--- config.mk ---
export PLATFORM = sky130hd
export DESIGN_NAME = ssd_scan_mux
export DESIGN_NICKNAME = d
export VERILOG_FILES = /design/src/rtl/ssd_scan_mux.sv
export SDC_FILE = /design/constraint.sdc
export NUM_CORES = 1
export LEC_CHECK = 0
export CAP_MARGIN = 40
export CORE_ASPECT_RATIO = 0.75
export CORE_MARGIN = 2
export CORE_UTILIZATION = 45
export DETAILED_ROUTE_END_ITERATION = 10
export GPL_ROUTABILITY_DRIVEN = 0
export GPL_TIMING_DRIVEN = 0
export PLACE_DENSITY_LB_ADDON = 0.1
export REMOVE_ABC_BUFFERS = 1
export SLEW_MARGIN = 20
export SYNTH_ARGS = -nofsm -noshare
export SYNTH_HDL_FRONTEND = slang
export SYNTH_SLANG_ARGS = --single-unit
--- constraint.sdc ---
create_clock -name clk -period 3.92 [get_ports clk]
set_clock_uncertainty 0.05 [all_clocks]
set_input_delay 0.784 -clock clk [delete_from_list [all_inputs] [get_ports clk]]
set_output_delay 0.784 -clock clk [all_outputs]
set_load 0.01 [all_outputs]
--- src/rtl/ssd_scan_mux.sv ---
// Time-multiplexed 7-segment scan driver with shadow/active double buffering.
// Optional leading-zero blanking is enabled by defining SSD_LZ_BLANK_EN.
module ssd_scan_mux #(
  parameter int unsigned NUM_DIGITS  = 4,
  parameter int unsigned REFRESH_DIV = 50000
) (
  input  logic                    clk,
  input  logic                    reset,
  input  logic [4*NUM_DIGITS-1:0] din,
  input  logic                    load,
  input  logic                    en,
  output logic [6:0]              seg,
  output logic [NUM_DIGITS-1:0]   an,
  output logic                    frame_tick
);

  localparam int unsigned CNT_W = $clog2(REFRESH_DIV);
  localparam int unsigned IDX_W = (NUM_DIGITS > 1) ? $clog2(NUM_DIGITS) : 1;
  localparam int unsigned DAT_W = 4 * NUM_DIGITS;

  logic [CNT_W-1:0]      cnt_q, cnt_d;
  logic [IDX_W-1:0]      idx_q, idx_d;
  logic [DAT_W-1:0]      shadow_q, shadow_d;
  logic [DAT_W-1:0]      active_q, active_d;
  logic [6:0]            seg_q, seg_d;
  logic [NUM_DIGITS-1:0] an_q, an_d;
  logic                  tick_q, tick_d;

  logic       wrap_c, last_c, frame_end_c, blank_c;
  logic [3:0] nib_c;

  // Standard active-low hex decode, bit order seg[6:0] = g..a.
  function automatic logic [6:0] hex_to_seg(input logic [3:0] v);
    case (v)
      4'h0: hex_to_seg = 7'b1000000;
      4'h1: hex_to_seg = 7'b1111001;
      4'h2: hex_to_seg = 7'b0100100;
      4'h3: hex_to_seg = 7'b0110000;
      4'h4: hex_to_seg = 7'b0011001;
      4'h5: hex_to_seg = 7'b0010010;
      4'h6: hex_to_seg = 7'b0000010;
      4'h7: hex_to_seg = 7'b1111000;
      4'h8: hex_to_seg = 7'b0000000;
      4'h9: hex_to_seg = 7'b0010000;
      4'hA: hex_to_seg = 7'b0001000;
      4'hB: hex_to_seg = 7'b0000011;
      4'hC: hex_to_seg = 7'b1000110;
      4'hD: hex_to_seg = 7'b0100001;
      4'hE: hex_to_seg = 7'b0000110;
      default: hex_to_seg = 7'b0001110;
    endcase
  endfunction

  // Scan sequencing, buffer transfer and output decode.
  always_comb begin
    wrap_c      = (cnt_q == CNT_W'(REFRESH_DIV - 1));
    last_c      = (idx_q == IDX_W'(NUM_DIGITS - 1));
    frame_end_c = wrap_c && last_c;

    cnt_d = wrap_c ? '0 : cnt_q + CNT_W'(1);
    idx_d = idx_q;
    if (wrap_c) begin
      idx_d = last_c ? '0 : idx_q + IDX_W'(1);
    end

    shadow_d = load ? din : shadow_q;
    // Frame-boundary transfer uses the pre-load shadow, so a coincident load waits a frame.
    active_d = frame_end_c ? shadow_q : active_q;
    tick_d   = frame_end_c;

    nib_c   = '0;
    blank_c = 1'b0;
    for (int k = 0; k < int'(NUM_DIGITS); k++) begin
      if (idx_q == IDX_W'(k)) begin
        nib_c = active_q[4*k +: 4];
`ifdef SSD_LZ_BLANK_EN
        blank_c = (k != 0) && ((active_q >> (4*k)) == '0);
`endif
      end
    end

    an_d  = en ? ~(NUM_DIGITS'(1) << idx_q) : '1;
    seg_d = (en && !blank_c) ? hex_to_seg(nib_c) : 7'h7F;
  end

  always_ff @(posedge clk) begin
    if (reset) begin
      cnt_q    <= '0;
      idx_q    <= '0;
      shadow_q <= '0;
      active_q <= '0;
      seg_q    <= 7'h7F;
      an_q     <= '1;
      tick_q   <= 1'b0;
    end else begin
      cnt_q    <= cnt_d;
      idx_q    <= idx_d;
      shadow_q <= shadow_d;
      active_q <= active_d;
      seg_q    <= seg_d;
      an_q     <= an_d;
      tick_q   <= tick_d;
    end
  end

  assign seg        = seg_q;
  assign an         = an_q;
  assign frame_tick = tick_q;

endmodule

# Word-level counts from Yosys, hierarchy flattened
# Memories as Yosys holds them, arrays and structs flattened. A register that Yosys moved wholly into a read port is not among the register bits.
# Index checks and enable logic that the tools add are counted.
[totals] word_cells=25 rom_bits=112 reg_bits=55 n_memories=1 inputBits=20
[memory_table] memory="(name not given)" words=16 word_bits=7 read_ports=1 rd_ports_with_merged_regs=1 write_ports=0 line="34" rtl="case (v)"
[classes] mux=5 addsub=2 n_bitwise=2 shifts=1 eq_ne=4 n_reduce_logical=4
[op_table] op="adder 16 x 1 -> 16 bit, second input constant" count=1
[op_table] op="equality test 16 bit, second input constant" count=1
[op_table] op="2-to-1 mux 4 bit" count=4
[op_table] op="equality test 2 bit, second input constant" count=2
[op_table] op="NOT 4 bit" count=1
[op_table] op="OR reduction 2 bit" count=2
[op_table] op="left shift 1 x 2 -> 4 bit, first input constant" count=1
[op_table] op="adder 2 x 1 -> 2 bit, second input constant" count=1
[op_table] op="equality test 2 x 1 -> 1 bit, second input constant" count=1
[op_table] op="logical NOT 2 bit" count=1
[op_table] op="2-to-1 mux 2 bit" count=1
[op_table] op="logical AND 1 bit" count=1
[op_table] op="NOT 1 bit" count=1

# Depth between registers and ports, before layout
# Gate-level depths: netlist of the first run.
[logic_depth] ltp_word=5 mapped_depth=11 mapped_depth_nobuf=11

# Worst setup path before layout of the first run
# No wires, ideal clock.
[synth_path] path_kind="flip-flop to flip-flop" start="register idx_q[1]" end="register seg_q[3] (netlist: seg[3])" t_required_ns=3.741 path_stages_with_launch=11 period_less_slack_ns=2.302 slack_ns=1.618 path_buffers=0 setup_time_ns=0.129 t_arrival_ns=2.123 path_cell_list="dfxtp_1 -> inv_1 -> ha_1 -> nand3b_1 -> a221oi_1 -> inv_1 -> ha_1 -> inv_1 -> a21oi_1 -> a32o_1 -> nand2_1"
[synth_via] elab_chain_len=5
[synth_rtl] item="from (decl)" line="22" rtl="logic [IDX_W-1:0] idx_q, idx_d;"
[synth_rtl] item="from (signal assigned)" line="97" rtl="idx_q <= idx_d;"
[synth_rtl] item="logical NOT 2 bit" line="74" rtl="if (idx_q == IDX_W'(k)) begin"
[synth_rtl] item="2-to-1 mux 4 bit (3 in a row)" line="74"
[synth_rtl] item="2-to-1 mux 4 bit (*)" line="74"
[synth_rtl] item="to (decl)" line="25" rtl="logic [6:0] seg_q, seg_d;"
# Every way passes the cells marked *; elsewhere a longest branch is shown, timed or not.
# A chain may end at the register's enable or synchronous reset.

# Worst setup path after layout of the first run
# Ends and elaborated chain as after synthesis.

==> results.cfg, run 1 <==
[clocking]
h-tree-depth = 3
cts_resized = 0
postCtsSetupRepairBufs = 0
clk_latency_ns = 0.34
cts_tree = built
cts_max_path_buffers = 2
clkSlewWorstSetupHoldPaths_ns = 0.06
cts-root-buf = clkbuf_8
ctsHoldBuffers = 0
cts_buffers = 9
cts_num_sinks = 62

[power_and_ir_drop]
leakage_nw = 1.275
p_per_area_nw_per_um2 = 444.9
vdd_ir_drop_max_v = 0.0002432

[detailed_routing]
dr.pass1.iters = 4
final_antenna_net_count = 0
vias_per_cell = 5.041
num_vias = 1850
drc = 0
routedWlPerCell_um = 13.36
drtIter0Drc = 96
routed_wl_um = 4903

[layout]
drive_above_1_share_pct = 8.219
fillCellCount = 498
syn_to_final_growth_pct = 24.60
diodes = 0
final_nets = 318

[setup_path]
end_kind = flip-flop
cp.required_ns = 4.06
worstSetupPathType = reg -> reg
cp-start-kind = flip-flop
critical_path.max_fanout = 9
crit_arrival_ns = 2.89

[floorplan]
initial_core_util_pct = 47.29
pin_count = 32
die_w_um = 91.07
dieArea_sq_um = 6312
dieHeight_um = 69.31
design.core.area_sq_um = 5410
num_rows = 23

[min_path]
hold_path.class = reg -> reg

[sta]
min_period_ns = 2.749
slew_headroom_pct = 48.67
setup_viol = 0
fmax_mhz = 363.8
rsz0062_at_grt = no
fin_hold_ws_ns = 0.4152
finalHoldViolCount = 0
period_share_pct = 70.12
final_max_slew_viol_count = 0
fin_tns_setup_ns = 0
worst_pin_slew_ns = 0.7700

[global_route]
grt_usage_pct = 16.43
grt_pass1_vias = 1744
grt_antenna_before_repair = 0
grt_max_degree = 22
overflow = 0
grt_pass1_wl_um = 8238

[run_status]
status = completed

[synthesis]
synth_top_area_share_pct = 48.51
synthTopCellsByCount = dfxtp_1, nor2_1, mux2i_1
synth_most_common_cell = dfxtp_1
synthTopCellsByArea = dfxtp_1, mux2i_1, a22o_1
syn-mean-instance-area_sq_um = 10.07
ys_async_sr_fraction_pct = 0
syn_inst = 254
synth-seq-area-share_pct = 48.51
yosysTopAreaCell = dfxtp_1
synth.yosys.warnings = 0
synth_edf_count = 0
ys_ff_latch = 62
ys.flop_type = dfxtp_1
netlist_area_sq_um = 2559
ys_types = 41

[place]
dp_hpwl_um = 3385
io_buffers = 31

[job]
cap_violations = 0
through the flow:
| stage | total power [W] | std cells | util [%] | area, sq um | setup slack [ns] |
|---|---|---|---|---|---|
| 2_1_floorplan | 0.0006936 | 242 | - | 2491 | 1.597 |
| 3_3_place_gp | 0.0007339 | 348 | 53.52 | 2895 | 0.9511 |
| 3_5_place_dp | 0.0007364 | 349 | 53.91 | 2917 | 0.9434 |
| 4_1_cts | 0.001432 | 365 | 58.51 | 3166 | 1.149 |
| 5_1_grt | 0.001471 | 367 | 58.93 | 3188 | 0.9066 |
| 6_report | 0.001418 | 367 | 58.93 | 3188 | 1.171 |
registers in the layout, summed over array words and instances (netlist names):
| register | count |
|---|---|
| active_q | 16 |
| an | 4 |
| cnt_q | 16 |
| frame_tick | 1 |
| idx_q | 2 |
| seg | 7 |
| shadow_q | 16 |
cells by family (layout without fill, tap and decap cells):
kind of cell | Yosys count | count (layout) | share of synthesized area [%]
and+or+nand+nor | 91 | 91 | 18.92
DFF | 62 | 62 | 48.51
xor gates and xnor gates | 15 | 15 | 5.135
adders and majority gates | 11 | 11 | 5.379
AOI/OAI and AO/OA | 36 | 36 | 11.05
buffers and inverters | 21 | 59 | 3.961
muxes | 18 | 18 | 7.041
routing by layer:
layer | track usage [%] | part of all wire [%] | up-vias
met5 | 0 | 0 | -
met4 | 7.239 | 1.8 | 0
met3 | 6.413 | 5.1 | 6
met2 | 22.96 | 41 | 40
met1 | 22.38 | 52 | 851
li1 | - | - | 953
where the power goes:
part / switching [W] / internal [W]
Sequential: 0.00000822 / 0.000646
Combinational: 0.0000290 / 0.0000394
Clock: 0.000237 / 0.000458
path summary, 6_finish.rpt:
check | endpoint | cells past startpoint | slack (ns) | start
setup reg to reg | seg[3] | 10 | 1.17 | idx_q[1]
hold / removal | active_q[12] | 1 | 0.42 | shadow_q[12]
hold reg to reg | active_q[12] | 1 | 0.42 | shadow_q[12]
setup / recovery | seg[3] | 10 | 1.17 | idx_q[1]
cell type report:
class	instances	area, sq um	share of cell area, %
sequential	62	1241	38.93
multi-input combinational	171	1222	38.34
timing repair buffer	34	347.8	10.91
clock buffer	13	158.9	4.984
tap	75	93.84	2.943
clock inverter	3	90.09	2.826
inverter	9	33.78	1.060
worst max-delay path, stage by stage (launching register included):
cell,delay (ns)
dfxtp_1,0.37
inv_1,0.08
ha_1,0.29
nand3b_1,0.20
a221oi_1,0.67
inv_1,0.23
ha_1,0.36
inv_1,0.04
a21oi_1,0.12
a32o_1,0.14
nand2_1,0.05
layout by cell type, fill, tap and decap left out, drive strengths merged, types with 2 or more instances in the layout:
master	count
a21oi	4
a22o	16
a311oi	2
and3	6
and4bb	2
buf	3
bufinv	3
clkbuf	13
clkdlybuf4s50	31
dfxtp	62
ha	11
inv	9
mux2i	18
nand2	17
nand2b	3
nand3	4
nand3b	5
nand4	4
nor2	36
nor2b	6
nor3b	3
o21ai	4
o221ai	4
xnor2	7
xor2	8
(Power assumes the default switching activity.)
==> run 2: changes to the inputs <==
clock period = 2.35 ns   (was 3.92 ns; I/O delays follow)
==> results.cfg, run 2 (synthesis gave the netlist of run 1 again) <==
[setup_path]
cp-start-kind = flip-flop
critical_path.max_fanout = 7
worstReg2RegStart = idx_q[0]
cp_slowest_cell = or3b_2
cp.required_ns = 2.46
crit_path_cell_trace = inv_2 -> ha_4 -> or3b_2 -> o21ai_0 -> a31oi_2 -> inv_2 -> ha_1 -> o21ai_0 -> o211ai_1
cp_slowest_stage_delay_ns = 0.44
crit_arrival_ns = 2.33
worstSetupPathType = reg -> reg
end_kind = flip-flop
crit_start = idx_q[0]

[layout]
reg.largest.list = active_q: 16 flops, cnt_q: 16 flops, shadow_q: 16 flops
drive_above_1_share_pct = 16.11
fillCellCount = 477
syn_to_final_growth_pct = 30.71
final_nets = 324
diodes = 0
final_common_cell = dfxtp_1
stdcell_count = 373
mostFrequentLayoutCells = dfxtp_1, nor2_1, clkdlybuf4s50_1, mux2i_1, nand2_1
fin_area_sq_um = 3344

[floorplan]
dieHeight_um = 69.31
design.core.area_sq_um = 5410
pin_count = 32
num_rows = 23
die_w_um = 91.07
dieArea_sq_um = 6312
initial_core_util_pct = 47.29

[detailed_routing]
num_vias = 1887
final_antenna_net_count = 0
vias_per_cell = 5.059
routed_wl_um = 5102
drtIter0Drc = 107
routedWlPerCell_um = 13.68
drc = 0
dr.pass1.iters = 4

[power_and_ir_drop]
power_w = 0.002363
pwr-share-clk_pct = 49.0
p_seq_share_pct = 46.2
leakage_nw = 1.313
p_per_area_nw_per_um2 = 706.6
swShare_pct = 19.28
vdd_ir_drop_max_v = 0.0004121
switching_power_w = 0.0004556
p_comb_share_pct = 4.8
p_int_w = 0.001908

[clocking]
ctsHoldBuffers = 0
cts-root-buf = clkbuf_8
h-tree-depth = 3
clkSlewWorstSetupHoldPaths_ns = 0.07
clk_latency_ns = 0.34
cts_tree = built
cts_buffers = 9
cts_max_path_buffers = 2
cts_num_sinks = 62

[sta]
setup_viol = 0
period_share_pct = 94.38
fin_tns_setup_ns = 0
worst_pin_slew_ns = 0.7302
slew_headroom_pct = 51.27
min_period_ns = 2.218
final_max_slew_viol_count = 0
finalHoldViolCount = 0
fmax_mhz = 450.9

[global_route]
grt_pass1_wl_um = 8418
overflow = 0
grt_max_degree = 22
grt_usage_pct = 16.73
grt_antenna_before_repair = 0
grt_pass1_vias = 1769

[place]
io_buffers = 31
dp.cells = 349
dp_hpwl_um = 3385
dpl_cell_area_sq_um = 2917

[job]
cap_violations = 0

[min_path]
hold_path.class = reg -> reg
min_from = shadow_q[12]

[run_status]
status = completed
[run 2: power by group through the flow]
stage	Combinational [W]	Sequential [W]	Clock, W
CTS	0.000113	0.00109	0.00118
global route	0.000125	0.00109	0.00123
global placement	0.000109	0.00111	0
detailed placement	0.000113	0.00112	0
finish	0.000114	0.00109	0.00116
floorplan	0.0000415	0.00112	0
[run 2: metal layers]
metal  track usage (%)  up-vias  share of wire (%)
met4             7.071        0                2.2
li1                  -      963                  -
met1             22.53      872                 51
met5                 0        -                  0
met3             6.413        8                5.0
met2             23.95       44                 42
[run 2: timing repair]
item	4_1_cts	5_1_grt
setup buffers	3	4
pin swaps	1	2
resized for setup	7	16
endpoints found under the setup margin	7	6
[run 2: path summary, 6_finish.rpt]
kind | cells past startpoint | slack [ns] | endpoint
hold / removal | 1 | 0.42 | active_q[12]
setup / recovery | 9 | 0.13 | seg[1]
setup reg to reg | 9 | 0.13 | seg[1]
hold reg to reg | 1 | 0.42 | active_q[12]
[run 2: critical path, delay by kind of cell (launching register included)]
kind	cells	cell delay (ns)
AO/OA/AOI/OAI	4	0.53
AND/OR/NAND/NOR	1	0.44
adder cells (fa/ha/maj)	2	0.44
flip-flops	1	0.36
buffers and inverters	2	0.22
[run 2: metrics by stage]
step	hold slack, ns	worst slack, ns	util, %
after global placement	0.3939	-0.3951	53.52
after floorplan	0.3761	0.02696	-
final	0.4169	0.1320	61.82
after detailed placement	0.4054	-0.4096	53.91
after global routing	0.4394	-0.01392	61.82
after CTS	0.4192	0.007285	59.71
[run 2: cell type report]
cell class / instances / area [sq um] / area share (%)
Inverter: 9 / 33.78 / 1.010
Clock inverter: 3 / 90.09 / 2.694
Multi-Input combinational cell: 171 / 1319 / 39.43
Sequential cell: 62 / 1244 / 37.19
Clock buffer: 13 / 158.9 / 4.751
Tap cell: 75 / 93.84 / 2.806
Timing Repair Buffer: 40 / 405.4 / 12.12
==> run 3: changes to the inputs <==
CORE_MARGIN = not set   (was 2)
==> results.cfg, run 3 (synthesis gave the netlist of run 1 again) <==
[run_status]
status = completed

[detailed_routing]
num_vias = 1858
routedWlPerCell_um = 13.16
final_antenna_net_count = 0
vias_per_cell = 5.022
drtIter0Drc = 77
drc = 0
dr.pass1.iters = 4
routed_wl_um = 4868

[global_route]
overflow = 0
grt_pass1_wl_um = 8066
grt_max_degree = 22
top_usage_layer = met2
grt_pass1_vias = 1684
met2_usage_pct = 25.87
grt_use_met1_pct = 25.48
grtUsageMet3_pct = 7.335
grt_usage_pct = 18.75
grt_antenna_before_repair = 0

[layout]
final_common_cell = dfxtp_1
drive_above_1_share_pct = 14.24
final_nets = 321
reg.largest.list = active_q: 16 flops, cnt_q: 16 flops, shadow_q: 16 flops
mostFrequentLayoutCells = dfxtp_1, nor2_1, clkdlybuf4s50_1, mux2i_1, nand2_1
syn_to_final_growth_pct = 28.17
fin_area_sq_um = 3279
diodes = 0

[sta]
fmax_mhz = 456.3
finalHoldViolCount = 0
setup_ws_ns = 0.1584
fin_hold_ws_ns = 0.4156
slew_headroom_pct = 51.15
min_period_ns = 2.192
setup_viol = 0
period_share_pct = 93.26
worst_pin_slew_ns = 0.7319
final_max_slew_viol_count = 0

[place]
dp_hpwl_um = 3244
io_buffers = 31
dpl_cell_area_sq_um = 2917
preCtsSetupSlack_ns = -0.3756

[clocking]
cts_buffers = 9
cts_tree = built
clk_latency_ns = 0.33
clkSlewWorstSetupHoldPaths_ns = 0.06
cts_num_sinks = 62
cts_max_path_buffers = 2
h-tree-depth = 3
cts-root-buf = clkbuf_8

[setup_path]
crit_arrival_ns = 2.38
cpMostUsedCell = ha_2
critical_path.max_fanout = 9
end_kind = flip-flop
cp_slowest_stage_delay_ns = 0.39
cp-start-kind = flip-flop
worstSetupPathType = reg -> reg
crit_path_cell_trace = inv_1 -> ha_2 -> nand3b_1 -> a221oi_4 -> buf_4 -> ha_2 -> nor2b_1 -> a21oi_1 -> o221ai_1
cp_slowest_cell = dfxtp_2
cp.required_ns = 2.54

[min_path]
hold_path.class = reg -> reg

[floorplan]
dieHeight_um = 67.31
num_rows = 23
die_w_um = 89.07
dieArea_sq_um = 5995
design.core.area_sq_um = 5410
initial_core_util_pct = 47.29
pin_count = 32

[power_and_ir_drop]
pwr-share-clk_pct = 47.1
vdd_ir_drop_max_v = 0.0003993
p_comb_share_pct = 5.0
p_seq_share_pct = 47.9
swShare_pct = 19.82
p_int_w = 0.001827
switching_power_w = 0.0004514
p_per_area_nw_per_um2 = 694.7
leakage_nw = 1.287

[job]
cap_violations = 0
[run 3: cell types whose count changed in the layout (fill, tap and decap cells not counted), sizes merged]
cell / previous run / this run
bufinv: 3 / 2
buf: 9 / 6
clkinv: 0 / 1
[run 3: final timing paths]
kind         startpoint       end  slack (ns)  depth (start not counted)
min            cnt_q[0]  cnt_q[0]        0.42                          1
min reg2reg    cnt_q[0]  cnt_q[0]        0.42                          1
max            idx_q[1]    seg[6]        0.16                          9
max reg2reg    idx_q[1]    seg[6]        0.16                          9
[run 3: layer usage]
metal / part of all wire [%] / up-vias
met3: 4.2 / 4
met4: 1.5 / 0
met1: 53 / 857
met2: 42 / 34
met5: 0 / -
li1: - / 963
[run 3: timing repair]
item,in CTS,in global routing
pin swaps,1,4
hold buffers,0,0
endpoints found under the setup margin,7,5
buffers inserted,2,2
resized for setup,7,11
endpoints found under the hold margin,0,0
[run 3: layout make-up]
type	instances	area [sq um]
clock buffer	13	168.9
multi-input combinational	171	1304
clock inverter	3	65.06
inverter	9	33.78
sequential	62	1244
fill	475	2131
tap	75	93.84
timing repair buffer	37	370.4
[run 3: metrics by stage]
step	utilization (%)	cells	total power (W)	setup TNS, ns
global route	60.62	370	0.002374	-0.005951
finish	60.62	370	0.002278	0
CTS	59.34	367	0.002311	0
floorplan	-	242	0.001157	0
detailed placement	53.91	349	0.001228	-5.687
global placement	53.52	348	0.001224	-6.436
[run 3: worst max-delay path, delay by kind of cell, from the launching register on]
family                     cells  cell delay, ns
buffers and inverters          2            0.27
AOI/OAI and AO/OA              3            0.55
adders and majority gates      2            0.42
DFF                            1            0.39
and+or+nand+nor                2            0.41
[run 3: power groups by stage]
stage	Clock [W]	Sequential (W)	Combinational, W
global placement	0	0.00111	0.000109
CTS	0.00111	0.00109	0.000113
detailed placement	0	0.00112	0.000112
floorplan	0	0.00112	0.0000415
global route	0.00115	0.00109	0.000127
finish	0.00107	0.00109	0.000114
